$ cat config.mk
export PLATFORM = sky130hd
export DESIGN_NAME = program_loader
export DESIGN_NICKNAME = d
export VERILOG_FILES = /design/src/rtl/program_loader.sv
export SDC_FILE = /design/constraint.sdc
export NUM_CORES = 1
export LEC_CHECK = 0
export BUFFER_PORTS_ARGS = -buffer_cell sky130_fd_sc_hd__clkbuf_2
export CORE_MARGIN = 4
export CORE_UTILIZATION = 25
export CTS_CLUSTER_DIAMETER = 40
export CTS_CLUSTER_SIZE = 30
export DETAILED_ROUTE_END_ITERATION = 16
export HOLD_SLACK_MARGIN = 0.08
export MAX_ROUTING_LAYER = met4
export PLACE_DENSITY = 0.38
export SLEW_MARGIN = 20
export SYNTH_ARGS = -nofsm -noshare
export SYNTH_HDL_FRONTEND = slang
export SYNTH_SLANG_ARGS = --single-unit
$ cat constraint.sdc
create_clock -name clk -period 3.17 [get_ports clk]
set_clock_uncertainty 0.05 [all_clocks]
set_input_delay 0.1585 -clock clk [delete_from_list [all_inputs] [get_ports clk]]
set_output_delay 0.1585 -clock clk [all_outputs]
set_load 0.01 [all_outputs]
$ cat src/rtl/program_loader.sv
// Byte-to-word program loader: packs UART bytes big-endian into 32-bit
// words and writes them sequentially into the instruction BRAM until the
// halt word is written or the memory is full.
module program_loader #(
  parameter int          ADDR_W    = 8,
  parameter logic [31:0] HALT_WORD = 32'hFFFF_FFFF
) (
  input  logic              clk,
  input  logic              i_reset,
  input  logic              i_start,
  input  logic [7:0]        i_rx_data,
  input  logic              i_rx_done,
  output logic              o_w_enable,
  output logic [ADDR_W-1:0] o_address,
  output logic [31:0]       o_data,
  output logic              o_busy,
  output logic              o_done,
  output logic [ADDR_W:0]   o_word_count
);

  typedef enum logic [1:0] {IDLE, RECV, WRITE, DONE} state_t;

  localparam logic [ADDR_W-1:0] LAST_ADDR = '1;

  state_t            state, state_n;
  logic [1:0]        byte_idx, byte_idx_n;
  logic [31:0]       shift, shift_n;
  logic              w_enable_n;
  logic [ADDR_W-1:0] address_n;
  logic [31:0]       data_n;
  logic [ADDR_W:0]   word_count_n;
  logic              busy_n;
  logic              done_n;

  // Next-state and next-output decode; every output is a flop fed from here.
  always_comb begin
    state_n      = state;
    byte_idx_n   = byte_idx;
    shift_n      = shift;
    w_enable_n   = 1'b0;
    address_n    = o_address;
    data_n       = o_data;
    word_count_n = o_word_count;

    case (state)
      IDLE, DONE: begin
        // Strobes are ignored here; only a start pulse re-arms the loader.
        if (i_start) begin
          state_n      = RECV;
          address_n    = '0;
          word_count_n = '0;
          byte_idx_n   = '0;
          shift_n      = '0;
        end
      end

      RECV: begin
        if (i_rx_done) begin
          shift_n    = {shift[23:0], i_rx_data};
          byte_idx_n = byte_idx + 2'd1;
          if (byte_idx == 2'd3) begin
            state_n    = WRITE;
            w_enable_n = 1'b1;
            data_n     = shift_n;
          end
        end
      end

      WRITE: begin
        word_count_n = o_word_count + (ADDR_W+1)'(1);
        if ((o_data == HALT_WORD) || (o_address == LAST_ADDR)) begin
          // Terminal write: address is held and a coincident byte is dropped.
          state_n = DONE;
        end else begin
          state_n   = RECV;
          address_n = o_address + ADDR_W'(1);
          // A byte arriving during the write cycle starts the next word.
          if (i_rx_done) begin
            shift_n    = {shift[23:0], i_rx_data};
            byte_idx_n = byte_idx + 2'd1;
          end
        end
      end

      default: state_n = IDLE;
    endcase

    busy_n = (state_n == RECV) || (state_n == WRITE);
    done_n = (state_n == DONE);
  end

  // State and output registers; reset discards any partial word.
  always_ff @(posedge clk) begin
    if (i_reset) begin
      state        <= IDLE;
      byte_idx     <= '0;
      shift        <= '0;
      o_w_enable   <= 1'b0;
      o_address    <= '0;
      o_data       <= '0;
      o_busy       <= 1'b0;
      o_done       <= 1'b0;
      o_word_count <= '0;
    end else begin
      state        <= state_n;
      byte_idx     <= byte_idx_n;
      shift        <= shift_n;
      o_w_enable   <= w_enable_n;
      o_address    <= address_n;
      o_data       <= data_n;
      o_busy       <= busy_n;
      o_done       <= done_n;
      o_word_count <= word_count_n;
    end
  end

endmodule

==> results.rst <==
.. list-table::
   :header-rows: 1

   * - Metric
     - Value
   * - Outcome
     - completed
   * - Die Ht
     - 127.0 um
   * - Total GRT Usage
     - 12.91%
   * - Clk network pwr share
     - 47.2%
   * - Final-layout setup total negative slack
     - 0 ns
   * - Final routed wirelength across all metal layers
     - 9859 um
   * - Endpoint kind of the worst setup timing path
     - flip-flop
   * - Placed Instance Area
     - 3969 um2
   * - Data required time of the critical path
     - 3.31 ns
   * - Origin of the worst min-delay path
     - i_reset
   * - Sequential share of the synthesized area
     - 45.23%
   * - RSZ-0062 raised after global routing
     - false
   * - Cell types with the largest area share after synthesis
     - sky130_fd_sc_hd__dfxtp_1 (45%), sky130_fd_sc_hd__a21oi_1 (9.0%), sky130_fd_sc_hd__nand2_1 (8.3%)
   * - Ordered cell list for the critical path
     - inv_1 -> ha_1 -> mux2_2 -> o211ai_4 -> buf_4 -> a211o_1 -> a21oi_1
   * - Post-synth ARST share
     - 0%
   * - Mean area per synthesized cell
     - 8.103 um2
   * - Power spent charging and discharging nets
     - 533.5 uW
   * - Post-synthesis mux area share
     - 0.6360%
   * - Share of the core filled with cells in the final layout
     - 31.33%
   * - Die area
     - 16130 um2
   * - Post-synth design cell area
     - 3541 um2
   * - Count of cells resized by post-cts repair
     - 0
   * - Wirelength per Cell
     - 14.56 um
   * - Total congestion overflow after global routing
     - 0
   * - Crit path launch type
     - flip-flop
   * - Number of buffers and inverters on the critical path
     - 2
   * - Maximum vdd drop
     - 0.2263 mV
   * - Worst Tran Pin Value
     - 0.6824 ns
   * - Destination of the worst register-to-register timing path
     - shift[5]
   * - Largest net degree at the start of global routing
     - 63
   * - Part of the power in combinational logic
     - 7.3%
   * - End point of the most critical hold path
     - o_data[0]
   * - Antenna diode count
     - 0
   * - Hold/Removal Path Class
     - in -> reg
   * - Number of core rows
     - 43
   * - Most used flip-flop cell after synthesis
     - sky130_fd_sc_hd__dfxtp_1
   * - Leakage power figure
     - 0.001608 uW
   * - Number of flops mapped to enable cells by yosys
     - 0
   * - Vias post-DR
     - 3191
   * - Wire length of the first global-routing pass
     - 16300 um
   * - Internal power
     - 1717 uW
   * - Maximum capacitance violations
     - 0
   * - Die extent in x
     - 127.0 um
   * - Antenna violations before repair
     - 0
   * - Clock transition at the registers of the reported paths
     - 0.06 ns
   * - Fraction of the mapped netlist area in simple logic gates
     - 22.05%
   * - Xor-xnor portion of the synthesized cell area
     - 1.484%
   * - Nets@finish
     - 510
   * - Count of pins over their slew limit
     - 0
   * - # IOs
     - 64
   * - Inserted Clock Buffers
     - 9
   * - Synth warnings
     - 0
   * - Clock Root Buffer
     - sky130_fd_sc_hd__clkbuf_16
   * - Syn Inst Count
     - 437
   * - Final hold violations
     - 0
   * - Effective utilization at floorplan
     - 25.51%
   * - Placeable Area
     - 13880 um2
   * - Share of the synthesized area in compound gates (AO/OA/AOI/OAI)
     - 20.74%
   * - Net switching share of the total power
     - 23.71%
   * - Antenna Violating Nets Remaining
     - 0
   * - Cell count of the worst hold path
     - 2
   * - Syn-to-layout area delta
     - 22.83%
   * - Via count normalized by instance count
     - 4.713
   * - Slowest stage cell on the critical path
     - sky130_fd_sc_hd__buf_4
   * - Number of unique standard cell types used by synthesis
     - 41
   * - Proportion of netlist area held by the largest area contributor
     - 45.23%
   * - Via count of the first global-routing pass
     - 3061
   * - Estimated wirelength of the detail-placed design
     - 6567 um
   * - Pwr Density
     - 517.4 nW/um2
   * - Worst-path maximum fanout
     - 52
   * - Worst slew slack as a fraction of its limit
     - 54.51%
   * - Flop and latch count out of synthesis
     - 80
   * - Share of synthesized cell area in full adder, half adder and majority cells
     - 2.120%
   * - Post-synth top area cell
     - sky130_fd_sc_hd__dfxtp_1
   * - CTS tree
     - yes
   * - Iteration-0 DRC Markers
     - 230
   * - Most used standard cell by instance count after synthesis
     - sky130_fd_sc_hd__dfxtp_1
   * - Depth of the CTS H-tree
     - 3
   * - FMAX
     - 448.1 MHz
   * - Reg-to-reg startpoint
     - state[0]
   * - Count of cells along the worst register-to-register path
     - 7
   * - Period utilization
     - 70.39%
   * - Detailed-route DRC error count
     - 0
   * - Worst-Skew Late Latency
     - 0.34 ns
   * - Fraction of final layout cells with drive strength greater than 1
     - 18.31%
   * - Number of iterations in the first detailed-routing pass
     - 4
   * - Final design area excluding fillers
     - 4349 um2
   * - # setup viols final
     - 0
   * - RD Place Congestion
     - 0.7142
   * - Most frequent cells after synthesis
     - sky130_fd_sc_hd__dfxtp_1 (80), sky130_fd_sc_hd__nand2_1 (78), sky130_fd_sc_hd__a21oi_1 (64)
   * - Net count of the mapped netlist
     - 455
   * - Post-CTS Setup Bufs
     - 0
   * - Critical path's top delay family
     - buffers and inverters
   * - Type of the worst setup path
     - reg -> reg
   * - Number of buffer cells added on primary ports
     - 63
   * - Share of total power in sequential cells
     - 45.5%
   * - Overall power after layout
     - 2250 uW
   * - Clock Sinks
     - 80
   * - Register-to-register path setup slack
     - 0.94 ns
   * - Endpoint arrival time on the critical path
     - 2.37 ns
   * - Peak per-stage delay on the critical path
     - 0.46 ns
   * - Min Clock Period, post-route
     - 2.231 ns
   * - Dominant combinational cell family by area after synthesis
     - simple AND/OR/NAND/NOR gates
   * - Buffer depth of the longest clock path
     - 2
==> power groups by stage <==
stage	clock network [uW]	registers, uW	logic (uW)
finish	1060	1020	164
global route	1140	1030	182
CTS	1100	1020	166
detailed placement	0	1050	157
global placement	0	1050	158
floorplan	0	1050	122
==> worst reg2reg max path, stage by stage (launching register included) <==
cell and delay, ns:
sky130_fd_sc_hd__dfxtp_1 0.38, sky130_fd_sc_hd__inv_1 0.06, sky130_fd_sc_hd__ha_1 0.37, sky130_fd_sc_hd__mux2_2 0.40
sky130_fd_sc_hd__o211ai_4 0.08, sky130_fd_sc_hd__buf_4 0.46, sky130_fd_sc_hd__a211o_1 0.23, sky130_fd_sc_hd__a21oi_1 0.06
==> state kept, by name, summed over array words and instances, names as in the netlist <==
signal / flops
shift: 24
o_word_count: 9
o_address: 8
byte_idx: 2
o_data: 32
o_busy: 1
o_w_enable: 1
state: 2
o_done: 1
==> worst max-delay path by stage <==
stage / start / depth (start not counted) / endpoint / slack, ns
global route: state[0] / 7 / shift[6] / 0.79
finish: state[0] / 7 / shift[5] / 0.94
CTS: state[0] / 6 / o_address[1] / 0.93
global placement: state[0] / 6 / o_address[1] / 0.96
detailed placement: state[0] / 6 / o_address[1] / 0.95
floorplan: o_data[10] / 7 / o_busy / 1.08
==> placed cells by master (no fill, tap or decap), types with 6 or more instances in the layout <==
cell type,instances
sky130_fd_sc_hd__dfxtp_1,80
sky130_fd_sc_hd__nand2_1,78
sky130_fd_sc_hd__a21oi_1,64
sky130_fd_sc_hd__clkbuf_2,63
sky130_fd_sc_hd__nand3_1,34
sky130_fd_sc_hd__inv_1,29
sky130_fd_sc_hd__a211o_1,27
sky130_fd_sc_hd__nor2_1,15
sky130_fd_sc_hd__nand4_1,12
sky130_fd_sc_hd__clkbuf_16,9
sky130_fd_sc_hd__dlygate4sd3_1,8
sky130_fd_sc_hd__nor2b_1,7
sky130_fd_sc_hd__buf_4,7
sky130_fd_sc_hd__and3_1,6
sky130_fd_sc_hd__ha_1,6
==> logic make-up (layout without fill, tap and decap cells) <==
| family | Yosys count | count (layout) |
|---|---|---|
| DFF | 80 | 80 |
| adders and majority gates | 6 | 6 |
| muxes | 2 | 2 |
| xor gates and xnor gates | 6 | 6 |
| buffers and inverters | 63 | 123 |
| AOI/OAI and AO/OA | 113 | 113 |
| and+or+nand+nor | 167 | 167 |
==> metal layers <==
| layer | vias up | share of wire [%] | GRT usage [%] |
|---|---|---|---|
| met5 | - | 0 | - |
| met4 | 0 | 1.6 | 4.543 |
| met3 | 13 | 3.9 | 3.470 |
| met2 | 53 | 48 | 20.39 |
| met1 | 1504 | 47 | 15.96 |
| li1 | 1621 | - | - |
==> through the flow <==
stage | cells | setup slack (ns) | hold WS [ns]
detailed placement | 653 | 0.9529 | 0.3648
global placement | 653 | 0.9564 | 0.3518
CTS | 677 | 0.9322 | 0.1120
global route | 677 | 0.7903 | 0.1246
floorplan | 437 | 1.081 | 0.2445
finish | 677 | 0.9386 | 0.1243
==> cell type report <==
cell class | instances | area, um2
sequential | 80 | 1602
inverter | 29 | 108.9
multi-input combinational | 294 | 1665
tap | 180 | 225.2
clock inverter | 3 | 40.04
fill | 1505 | 9532
timing repair buffer | 78 | 447.9
clock buffer | 13 | 260.3
==> repair_timing <==
item	4_1_cts	5_1_grt
hold buffers	8	0
endpoints found under the setup margin	0	0
endpoints found under the hold margin	8	0
(Power assumes the default switching activity.)
